$ cat src/rtl/des_block_engine_if.sv
// Bus bundle between the block sequencer and its environment: command/status,
// the two block RAM ports and the round-core port.
interface des_block_engine_if #(
    parameter int ADDR_W  = 9,
    parameter int ROUND_W = 4
);
    logic               start;
    logic               abort;
    logic [ADDR_W-1:0]  num_blocks;
    logic               mode_cbc;
    logic               decrypt;
    logic [63:0]        iv;
    logic [ADDR_W-1:0]  in_addr;
    logic [31:0]        in_data;
    logic [ADDR_W-1:0]  out_addr;
    logic               out_we;
    logic [31:0]        out_data;
    logic [63:0]        core_in;
    logic [ROUND_W-1:0] core_round;
    logic               core_decrypt;
    logic [63:0]        core_out;
    logic               busy;
    logic               done;
    logic               aborted;
    logic [ADDR_W-1:0]  blocks_done;

    // Environment side: issues commands, owns the RAMs and the round core.
    modport master (
        output start, abort, num_blocks, mode_cbc, decrypt, iv, in_data, core_out,
        input  in_addr, out_addr, out_we, out_data, core_in, core_round, core_decrypt,
        input  busy, done, aborted, blocks_done
    );

    // Sequencer side.
    modport slave (
        input  start, abort, num_blocks, mode_cbc, decrypt, iv, in_data, core_out,
        output in_addr, out_addr, out_we, out_data, core_in, core_round, core_decrypt,
        output busy, done, aborted, blocks_done
    );
endinterface

$ cat src/rtl/des_block_engine.sv
// Streams 64-bit blocks from the input RAM through the iterated DES round core
// (ECB or CBC) into the output RAM, with block count, abort and progress status.
module des_block_engine #(
    parameter int ADDR_W  = 9,
    parameter int ROUNDS  = 16,
    parameter int ROUND_W = 4
) (
    input logic               i_sys_clk,
    input logic               i_reset_n,
    des_block_engine_if.slave bus
);

    typedef enum logic [3:0] {
        IDLE, LD_LO, LD_HI, LD_WAIT, ROUND, WR_LO, WR_HI, NEXT, DONE
    } state_t;

    localparam logic [ADDR_W-1:0]  MAX_COUNT  = {1'b1, {(ADDR_W-1){1'b0}}};
    localparam logic [ADDR_W-1:0]  CNT_ONE    = {{(ADDR_W-1){1'b0}}, 1'b1};
    localparam logic [ROUND_W-1:0] LAST_ROUND = ROUND_W'(ROUNDS - 1);
    localparam logic [ROUND_W-1:0] ROUND_ONE  = ROUND_W'(1);

    state_t             r_state;
    logic               r_modeCbc;
    logic               r_decrypt;
    logic [63:0]        r_chain;
    logic [ADDR_W-1:0]  r_count;
    logic [ADDR_W-1:0]  r_blocksDone;
    logic [31:0]        r_loWord;
    logic [63:0]        r_plain;
    logic [31:0]        r_resHi;
    logic [ADDR_W-1:0]  r_inAddr;
    logic [ADDR_W-1:0]  r_outAddr;
    logic               r_outWe;
    logic [31:0]        r_outData;
    logic [63:0]        r_coreIn;
    logic [ROUND_W-1:0] r_coreRound;
    logic               r_busy;
    logic               r_done;
    logic               r_aborted;

    logic [ADDR_W-1:0]  w_count;
    logic [ADDR_W-2:0]  w_blockIdx;
    logic [ADDR_W-1:0]  w_addrLo;
    logic [ADDR_W-1:0]  w_addrHi;
    logic [63:0]        w_block;
    logic [63:0]        w_coreIn;
    logic [63:0]        w_result;

    // The block index is the number of blocks already written, so no separate k counter.
    assign w_count    = (bus.num_blocks > MAX_COUNT) ? MAX_COUNT : bus.num_blocks;
    assign w_blockIdx = r_blocksDone[ADDR_W-2:0];
    assign w_addrLo   = {w_blockIdx, 1'b0};
    assign w_addrHi   = {w_blockIdx, 1'b1};
    assign w_block    = {bus.in_data, r_loWord};
    assign w_coreIn   = (r_modeCbc && !r_decrypt) ? (w_block ^ r_chain) : w_block;
    assign w_result   = (r_modeCbc && r_decrypt) ? (bus.core_out ^ r_chain) : bus.core_out;

    always_ff @(posedge i_sys_clk or negedge i_reset_n) begin
        if (!i_reset_n) begin
            r_state      <= IDLE;
            r_modeCbc    <= 1'b0;
            r_decrypt    <= 1'b0;
            r_chain      <= '0;
            r_count      <= '0;
            r_blocksDone <= '0;
            r_loWord     <= '0;
            r_plain      <= '0;
            r_resHi      <= '0;
            r_inAddr     <= '0;
            r_outAddr    <= '0;
            r_outWe      <= 1'b0;
            r_outData    <= '0;
            r_coreIn     <= '0;
            r_coreRound  <= '0;
            r_busy       <= 1'b0;
            r_done       <= 1'b0;
            r_aborted    <= 1'b0;
        end else begin
            r_done    <= 1'b0;
            r_aborted <= 1'b0;
            if (bus.abort && (r_state != IDLE)) begin
                r_state     <= IDLE;
                r_busy      <= 1'b0;
                r_outWe     <= 1'b0;
                r_coreRound <= '0;
                r_aborted   <= 1'b1;
            end else begin
                case (r_state)
                    IDLE: begin
                        if (bus.start && !bus.abort) begin
                            r_modeCbc    <= bus.mode_cbc;
                            r_decrypt    <= bus.decrypt;
                            r_chain      <= bus.iv;
                            r_count      <= w_count;
                            r_blocksDone <= '0;
                            r_busy       <= 1'b1;
                            r_inAddr     <= '0;
                            if (w_count == '0) begin
                                r_state <= DONE;
                                r_done  <= 1'b1;
                            end else begin
                                r_state <= LD_LO;
                            end
                        end
                    end
                    LD_LO: begin
                        r_inAddr <= w_addrHi;
                        r_state  <= LD_HI;
                    end
                    LD_HI: begin
                        r_loWord <= bus.in_data;
                        r_state  <= LD_WAIT;
                    end
                    LD_WAIT: begin
                        r_plain     <= w_block;
                        r_coreIn    <= w_coreIn;
                        r_coreRound <= '0;
                        r_state     <= ROUND;
                    end
                    ROUND: begin
                        if (r_coreRound == LAST_ROUND) begin
                            // CBC encrypt chains on ciphertext, CBC decrypt on the incoming block.
                            if (r_modeCbc) begin
                                r_chain <= r_decrypt ? r_plain : bus.core_out;
                            end
                            r_resHi     <= w_result[63:32];
                            r_outData   <= w_result[31:0];
                            r_outAddr   <= w_addrLo;
                            r_outWe     <= 1'b1;
                            r_coreRound <= '0;
                            r_state     <= WR_LO;
                        end else begin
                            r_coreRound <= r_coreRound + ROUND_ONE;
                        end
                    end
                    WR_LO: begin
                        r_outAddr <= w_addrHi;
                        r_outData <= r_resHi;
                        r_state   <= WR_HI;
                    end
                    WR_HI: begin
                        r_outWe      <= 1'b0;
                        r_blocksDone <= r_blocksDone + CNT_ONE;
                        r_state      <= NEXT;
                    end
                    NEXT: begin
                        if (r_blocksDone == r_count) begin
                            r_state <= DONE;
                            r_done  <= 1'b1;
                        end else begin
                            r_inAddr <= w_addrLo;
                            r_state  <= LD_LO;
                        end
                    end
                    DONE: begin
                        r_busy  <= 1'b0;
                        r_state <= IDLE;
                    end
                    default: begin
                        r_busy  <= 1'b0;
                        r_outWe <= 1'b0;
                        r_state <= IDLE;
                    end
                endcase
            end
        end
    end

    assign bus.in_addr      = r_inAddr;
    assign bus.out_addr     = r_outAddr;
    assign bus.out_we       = r_outWe;
    assign bus.out_data     = r_outData;
    assign bus.core_in      = r_coreIn;
    assign bus.core_round   = r_coreRound;
    assign bus.core_decrypt = r_decrypt;
    assign bus.busy         = r_busy;
    assign bus.done         = r_done;
    assign bus.aborted      = r_aborted;
    assign bus.blocks_done  = r_blocksDone;

endmodule

$ cat src/flat_wrapper.sv
// flat-port wrapper written by rule: the top's interface ports become plain ports
module des_block_engine_flat 
#(
    parameter int ADDR_W  = 9,
    parameter int ROUNDS  = 16,
    parameter int ROUND_W = 4
)
  (i_sys_clk, i_reset_n, bus_start, bus_abort, bus_num_blocks, bus_mode_cbc, bus_decrypt, bus_iv, bus_in_data, bus_core_out, bus_in_addr, bus_out_addr, bus_out_we, bus_out_data, bus_core_in, bus_core_round, bus_core_decrypt, bus_busy, bus_done, bus_aborted, bus_blocks_done);
  des_block_engine_if #(.ADDR_W(ADDR_W), .ROUND_W(ROUND_W)) bus_i ();
  input logic i_sys_clk;
  input logic i_reset_n;
  input wire logic [$bits(bus_i.start)-1:0] bus_start;
  input wire logic [$bits(bus_i.abort)-1:0] bus_abort;
  input wire logic [$bits(bus_i.num_blocks)-1:0] bus_num_blocks;
  input wire logic [$bits(bus_i.mode_cbc)-1:0] bus_mode_cbc;
  input wire logic [$bits(bus_i.decrypt)-1:0] bus_decrypt;
  input wire logic [$bits(bus_i.iv)-1:0] bus_iv;
  input wire logic [$bits(bus_i.in_data)-1:0] bus_in_data;
  input wire logic [$bits(bus_i.core_out)-1:0] bus_core_out;
  output wire logic [$bits(bus_i.in_addr)-1:0] bus_in_addr;
  output wire logic [$bits(bus_i.out_addr)-1:0] bus_out_addr;
  output wire logic [$bits(bus_i.out_we)-1:0] bus_out_we;
  output wire logic [$bits(bus_i.out_data)-1:0] bus_out_data;
  output wire logic [$bits(bus_i.core_in)-1:0] bus_core_in;
  output wire logic [$bits(bus_i.core_round)-1:0] bus_core_round;
  output wire logic [$bits(bus_i.core_decrypt)-1:0] bus_core_decrypt;
  output wire logic [$bits(bus_i.busy)-1:0] bus_busy;
  output wire logic [$bits(bus_i.done)-1:0] bus_done;
  output wire logic [$bits(bus_i.aborted)-1:0] bus_aborted;
  output wire logic [$bits(bus_i.blocks_done)-1:0] bus_blocks_done;
  assign bus_i.start = bus_start;
  assign bus_i.abort = bus_abort;
  assign bus_i.num_blocks = bus_num_blocks;
  assign bus_i.mode_cbc = bus_mode_cbc;
  assign bus_i.decrypt = bus_decrypt;
  assign bus_i.iv = bus_iv;
  assign bus_i.in_data = bus_in_data;
  assign bus_i.core_out = bus_core_out;
  assign bus_in_addr = bus_i.in_addr;
  assign bus_out_addr = bus_i.out_addr;
  assign bus_out_we = bus_i.out_we;
  assign bus_out_data = bus_i.out_data;
  assign bus_core_in = bus_i.core_in;
  assign bus_core_round = bus_i.core_round;
  assign bus_core_decrypt = bus_i.core_decrypt;
  assign bus_busy = bus_i.busy;
  assign bus_done = bus_i.done;
  assign bus_aborted = bus_i.aborted;
  assign bus_blocks_done = bus_i.blocks_done;
  des_block_engine #(.ADDR_W(ADDR_W), .ROUNDS(ROUNDS), .ROUND_W(ROUND_W)) u_core (.i_sys_clk(i_sys_clk), .i_reset_n(i_reset_n), .bus(bus_i));
endmodule
$ cat config.mk
export PLATFORM = sky130hd
export DESIGN_NAME = des_block_engine_flat
export DESIGN_NICKNAME = d
export VERILOG_FILES = /design/src/rtl/des_block_engine_if.sv /design/src/rtl/des_block_engine.sv /design/src/flat_wrapper.sv
export SDC_FILE = /design/constraint.sdc
export NUM_CORES = 1
export LEC_CHECK = 0
export BUFFER_PORTS_ARGS = -buffer_cell sky130_fd_sc_hd__buf_2
export CORE_MARGIN = 2
export CORE_UTILIZATION = 55
export CTS_CLUSTER_SIZE = 20
export DETAILED_ROUTE_END_ITERATION = 8
export PLACE_DENSITY = 0.79
export SLEW_MARGIN = 25
export SYNTH_ARGS = -nofsm -noshare
export SYNTH_HDL_FRONTEND = slang
export SYNTH_SLANG_ARGS = --single-unit
$ cat constraint.sdc
create_clock -name i_sys_clk -period 2.7 [get_ports i_sys_clk]
set_input_delay 0.135 -clock i_sys_clk [delete_from_list [all_inputs] [get_ports i_sys_clk]]
set_output_delay 0.135 -clock i_sys_clk [all_outputs]
set_load 0.005 [all_outputs]
Word-level counts from Yosys, hierarchy flattened
Cells that the tools add are included.
{ "totals": {"input_bits": 175, "ff_bits": 338, "out_inout_bits": 132} }
{ "classes": {"n_reduce_logical": 27, "n_lt_le_gt_ge": 1, "addsub": 2, "mux": 37, "n_bitwise": 3, "eq_ne": 18} }
{ "op_table": {"columns": ["cell", "n"], "rows": [
  ["$mux 64", 6],
  ["$pmux 64 s2", 1],
  ["$xor 64x64->64", 2],
  ["$pmux 32 s2", 1],
  ["$mux 9", 4],
  ["$pmux 9 s2", 2],
  ["$mux 32", 1],
  ["$pmux 4 s8", 1],
  ["$mux 4", 7],
  ["$pmux 9 s3", 1],
  ["$eq 4x3->1 const B", 4],
  ["$reduce_or 7->1", 2],
  ["$reduce_and 3->1", 4],
  ["$ne 2x1->1 const B", 5],
  ["$reduce_and 2->1", 5],
  ["$add 9x1->9 const B", 1],
  ["$eq 9x9->1", 1],
  ["$gt 9x9->1 const B", 1],
  ["$logic_not 9->1", 1],
  ["$mux 1", 9],
  ["$eq 4x2->1 const B", 2],
  ["$eq 4x4->1 const B", 2],
  ["$pmux 4 s2", 1],
  ["$ne 3x1->1 const B", 2],
  ["13 further kinds", 22]
]} }

Logic depth before layout (Yosys ltp)
{ "logic_depth": {"depth_word": 7, "depth_mapped": 9, "mapped_depth_nobuf": 6} }

Least setup slack after synthesis
Ideal clock, no wire load.
{ "synth_path": {"kind": "flip-flop to flip-flop", "from": "register u_core.r_state[0]", "to": "register u_core.r_outAddr[3], in the netlist u_core.bus.out_addr[3]", "path_stages_with_launch": 9, "arrival_time_ps": 1845, "path_slack_ps": 730, "required_time_ps": 2575, "path_cell_list": "dfrtp_1 > buf_6 > or4b_1 > buf_2 > o21ai_2 > nand2b_1 > buf_6 > buf_6 > mux2_4"} }
{ "synth_between": {"elab_chain_len": 4} }
{ "synth_lines": {"columns": ["element", "line_no", "rtl"], "rows": [
  ["start, declared", "des_block_engine.sv:22", "state_t r_state;"],
  ["start signal, assigned", "des_block_engine.sv:60", "r_state <= IDLE;"],
  ["start signal, assigned", "des_block_engine.sv:82", "r_state <= IDLE;"],
  ["start signal, assigned", "des_block_engine.sv:99", "r_state <= DONE;"],
  ["parallel branches: the longest is 4 deep, another holds $eq 4x3->1", null, null],
  ["end signal, assigned", "des_block_engine.sv:128", "r_outAddr <= w_addrLo;"],
  ["end signal, assigned", "des_block_engine.sv:137", "r_outAddr <= w_addrHi;"],
  ["end, declared", "des_block_engine.sv:32", "logic [ADDR_W-1:0] r_outAddr;"]
]} }
Several ways; the timed one is not identified.
A chain may end at the register's enable or synchronous reset.

Worst setup path after layout
{ "layout_path": {"from": "register u_core.r_state[0]", "to": "register u_core.r_chain[7]"} }
{ "layout_between": {"elab_chain_len": 4} }
{ "layout_lines": {"columns": ["element", "line_no", "rtl"], "rows": [
  ["parallel branches: the longest is 4 deep, another holds $reduce_and 5->1", null, null],
  ["end signal, assigned", "des_block_engine.sv:93", "r_chain <= bus.iv;"],
  ["end signal, assigned", "des_block_engine.sv:124", "r_chain <= r_decrypt ? r_plain : bus.core_out;"],
  ["end, declared", "des_block_engine.sv:25", "logic [63:0] r_chain;"]
]} }
Several ways; the timed one is not identified.

==> reports/metrics.cfg <==
[status]
status = complete, no violations

[final_layout]
post-route-cell-area_mm2 = 0.0207
nNetsFinal = 2177
fin_util_pct = 72.1
drive_above_1_share_pct = 25.8
area_growth_pct = 29.2

[place]
place_congestion = 0.842
placed_cell_area_mm2 = 0.0180
portBuffers = 306
dp_hpwl_um = 27000

[global_routing]
antenna_found_initial = 4
grt_pass1_wl_um = 73000
grt_pass1_vias = 14147
grt_max_degree = 87
grt_use_total_pct = 29.8
grt-ovfl-total = 0

[worst_setup_path]
crit_family = simple AND/OR/NAND/NOR gates
r2r_cells = 7
cp_cell_sequence = buf_4 -> nor4_1 -> a21oi_1 -> or3_4 -> buf_12 -> nand2_1 -> o21ai_0
slowest_stage = nor4_1
crit_buf_inv = 2
critPathMaxFanout = 42
cp.arrival_ns = 2.86
critPathKind = register to register
cp.depth = 7
start_kind = register
critPathMaxStageDelay_ns = 0.58
cp.required_ns = 3.08
end_kind = register

[floorplanning]
die_w_um = 175
fp.dieH_um = 175
io_pins = 307
design.core.area_mm2 = 0.0287
initial_core_util_pct = 55.8
dieArea_mm2 = 0.0305
fp-row-count = 62

[clock_network]
cts-htree-levels = 2
path_clk_slew_ns = 0.06
root_buffer = clkbuf_16
cts_sinks = 338
cts_inserted_buffers = 37
clock_latency_ns = 0.52
cts_tree = yes
clk_path_buf_depth = 3

[synth]
yosysUniqueCellTypes = 49
synth_area_leader_cell = dfrtp_1
syn_inst = 1585
synth_nets = 1762
synth_warnings = 0
synth_edf_count = 0
synthTopCellsByArea = dfrtp_1 53%, mux2_2 7.0%, mux2i_1 6.0%
ys.flop_type = dfrtp_1
syn_avg_cell_area_um2 = 10.1
async_flop_share_pct = 100
yosys_register_bits = 338
netlist_area_mm2 = 0.0160
yosysSeqAreaShare_pct = 52.8
yosys.area.top_type_share_pct = 52.8

[pwr]
p_leak_uw = 0.00982
irDropWorstVdd_uv = 715
power.density_mw_per_mm2 = 996

[route]
routedWlPerCell_um = 19.0
wl_met3_um = 3030
vias_per_cell = 5.63
drt_iter0_drc = 1269
wl_met1_um = 18300
wirelength_um = 45900
route.detailed.drc = 0
drtPass1Iterations = 5
vias = 13597
highest_layer = met4
wl_met2_um = 22300
ant_nets = 0

[sta]
totalNegativeSetupSlack_ns = 0
fmax_mhz = 403
hold_viol = 0
rsz0062_at_grt = false
fin_skew_ns = 0.0105
slew_viol_final = 0
worst_pin_slew_ns = 0.922
finalSetupViolations = 0
relSlewSlack_pct = 38.5
period_minus_slack_ns = 2.48
fin_crit_sh_pct = 92.0

[hold_path]
hold_class = input pin to register
min_delay_path_depth = 2

[flow_run]
maxCapViolCount = 0

## per-layer routing
layer / global-route usage, % / vias to the layer above
met1: 37.2 / 6658
met2: 50.0 / 621
met4: 15.3 / 0
met3: 5.35 / 174
met5: 0 / -
li1: - / 6144
## worst reg2reg max path, delay by kind of cell (launching register included)
family,cells,cell delay [ns]
AO/OA/AOI/OAI,2,0.20
AND/OR/NAND/NOR,3,1.19
buffers and inverters,2,0.49
flip-flops,1,0.48
## layout by cell type (no fill, tap or decap), types with 19 or more instances in the layout
cell / count
mux2_2: 99
nand2_1: 253
buf_2: 305
xnor2_1: 47
mux2i_1: 96
o21ai_0: 99
dfrtp_1: 337
dlygate4sd3_1: 142
clkbuf_16: 39
o21ai_1: 19
buf_4: 21
nor2_1: 176
xor2_1: 98
a21oi_1: 163
## through the flow
stage | hold slack [ns] | total power (µW) | setup WS [ns] | cells
2_1_floorplan | -0.161 | 12600 | 0.730 | 1585
3_3_place_gp | 0.191 | 14800 | 0.437 | 2203
3_5_place_dp | 0.189 | 15100 | 0.333 | 2203
4_1_cts | 0.0121 | 20400 | 0.301 | 2408
5_1_grt | 0.0466 | 21800 | 0.138 | 2412
6_report | 0.0277 | 20600 | 0.216 | 2413
## registers in the layout, summed over array words and instances, names as in the netlist
register                 flops
u_core.bus.aborted           1
u_core.bus.blocks_done       9
u_core.bus.busy              1
u_core.bus.core_decrypt      1
u_core.bus.core_in          64
u_core.bus.core_round        4
u_core.bus.done              1
u_core.bus.in_addr           9
u_core.bus.out_addr          9
u_core.bus.out_data         32
u_core.bus.out_we            1
u_core.r_chain              64
u_core.r_count               9
u_core.r_loWord             32
u_core.r_modeCbc             1
u_core.r_plain              64
u_core.r_resHi              32
u_core.r_state               4
## layout make-up
cell class / instances / area [µm²]
Antenna cell: 5 / 12.5
Clock inverter: 9 / 73.8
Tap cell: 384 / 480
Clock buffer: 54 / 1150
Fill cell: 1993 / 8000
Multi-Input combinational cell: 1136 / 7100
Inverter: 4 / 15.0
Sequential cell: 338 / 8460
Timing Repair Buffer: 483 / 3400
## report_power, final
part | total [µW] | internal (µW) | switching [µW]
Combinational | 7050 | 3220 | 3830
Sequential | 8510 | 7030 | 1480
Clock | 5050 | 3040 | 2010
## worst paths after layout
path                       slack [ns]                    start                       to
max                              0.22        u_core.r_state[0]        u_core.r_chain[7]
max reg2reg                      0.22        u_core.r_state[0]        u_core.r_chain[7]
max in group asynchronous        1.61                i_reset_n       u_core.r_chain[19]
min in group asynchronous        0.21                i_reset_n       u_core.r_chain[61]
min                              0.03                bus_abort        u_core.r_state[3]
min reg2reg                      0.47  u_core.bus.out_data[22]  u_core.bus.out_data[22]
## cell families after synthesis
family	share of synthesized area, %
XOR/XNOR	7.93
AO/OA/AOI/OAI	10.0
buffers and inverters	3.23
flip-flops	52.8
AND/OR/NAND/NOR	12.3
adder cells (fa/ha/maj)	0.156
multiplexers	13.5
## Yosys cell counts, drive strengths merged (4+ instances only)
cell type and instances:
a21oi 163, a22o 10, buf 60, clkbuf 47
dfrtp 338, inv 4, mux2 105, mux2i 96
nand2 253, nand2b 9, nand3 6, nor2 176
nor2b 6, nor3 8, nor4 5, o21ai 120
or3 4, xnor2 47, xor2 98
## repair_timing
action                                 in CTS  in global routing
hold buffers                              142                  0
resized for setup                           0                  0
setup buffers                               0                  0
endpoints found under the hold margin     272                  0
(Power assumes the default switching activity.)
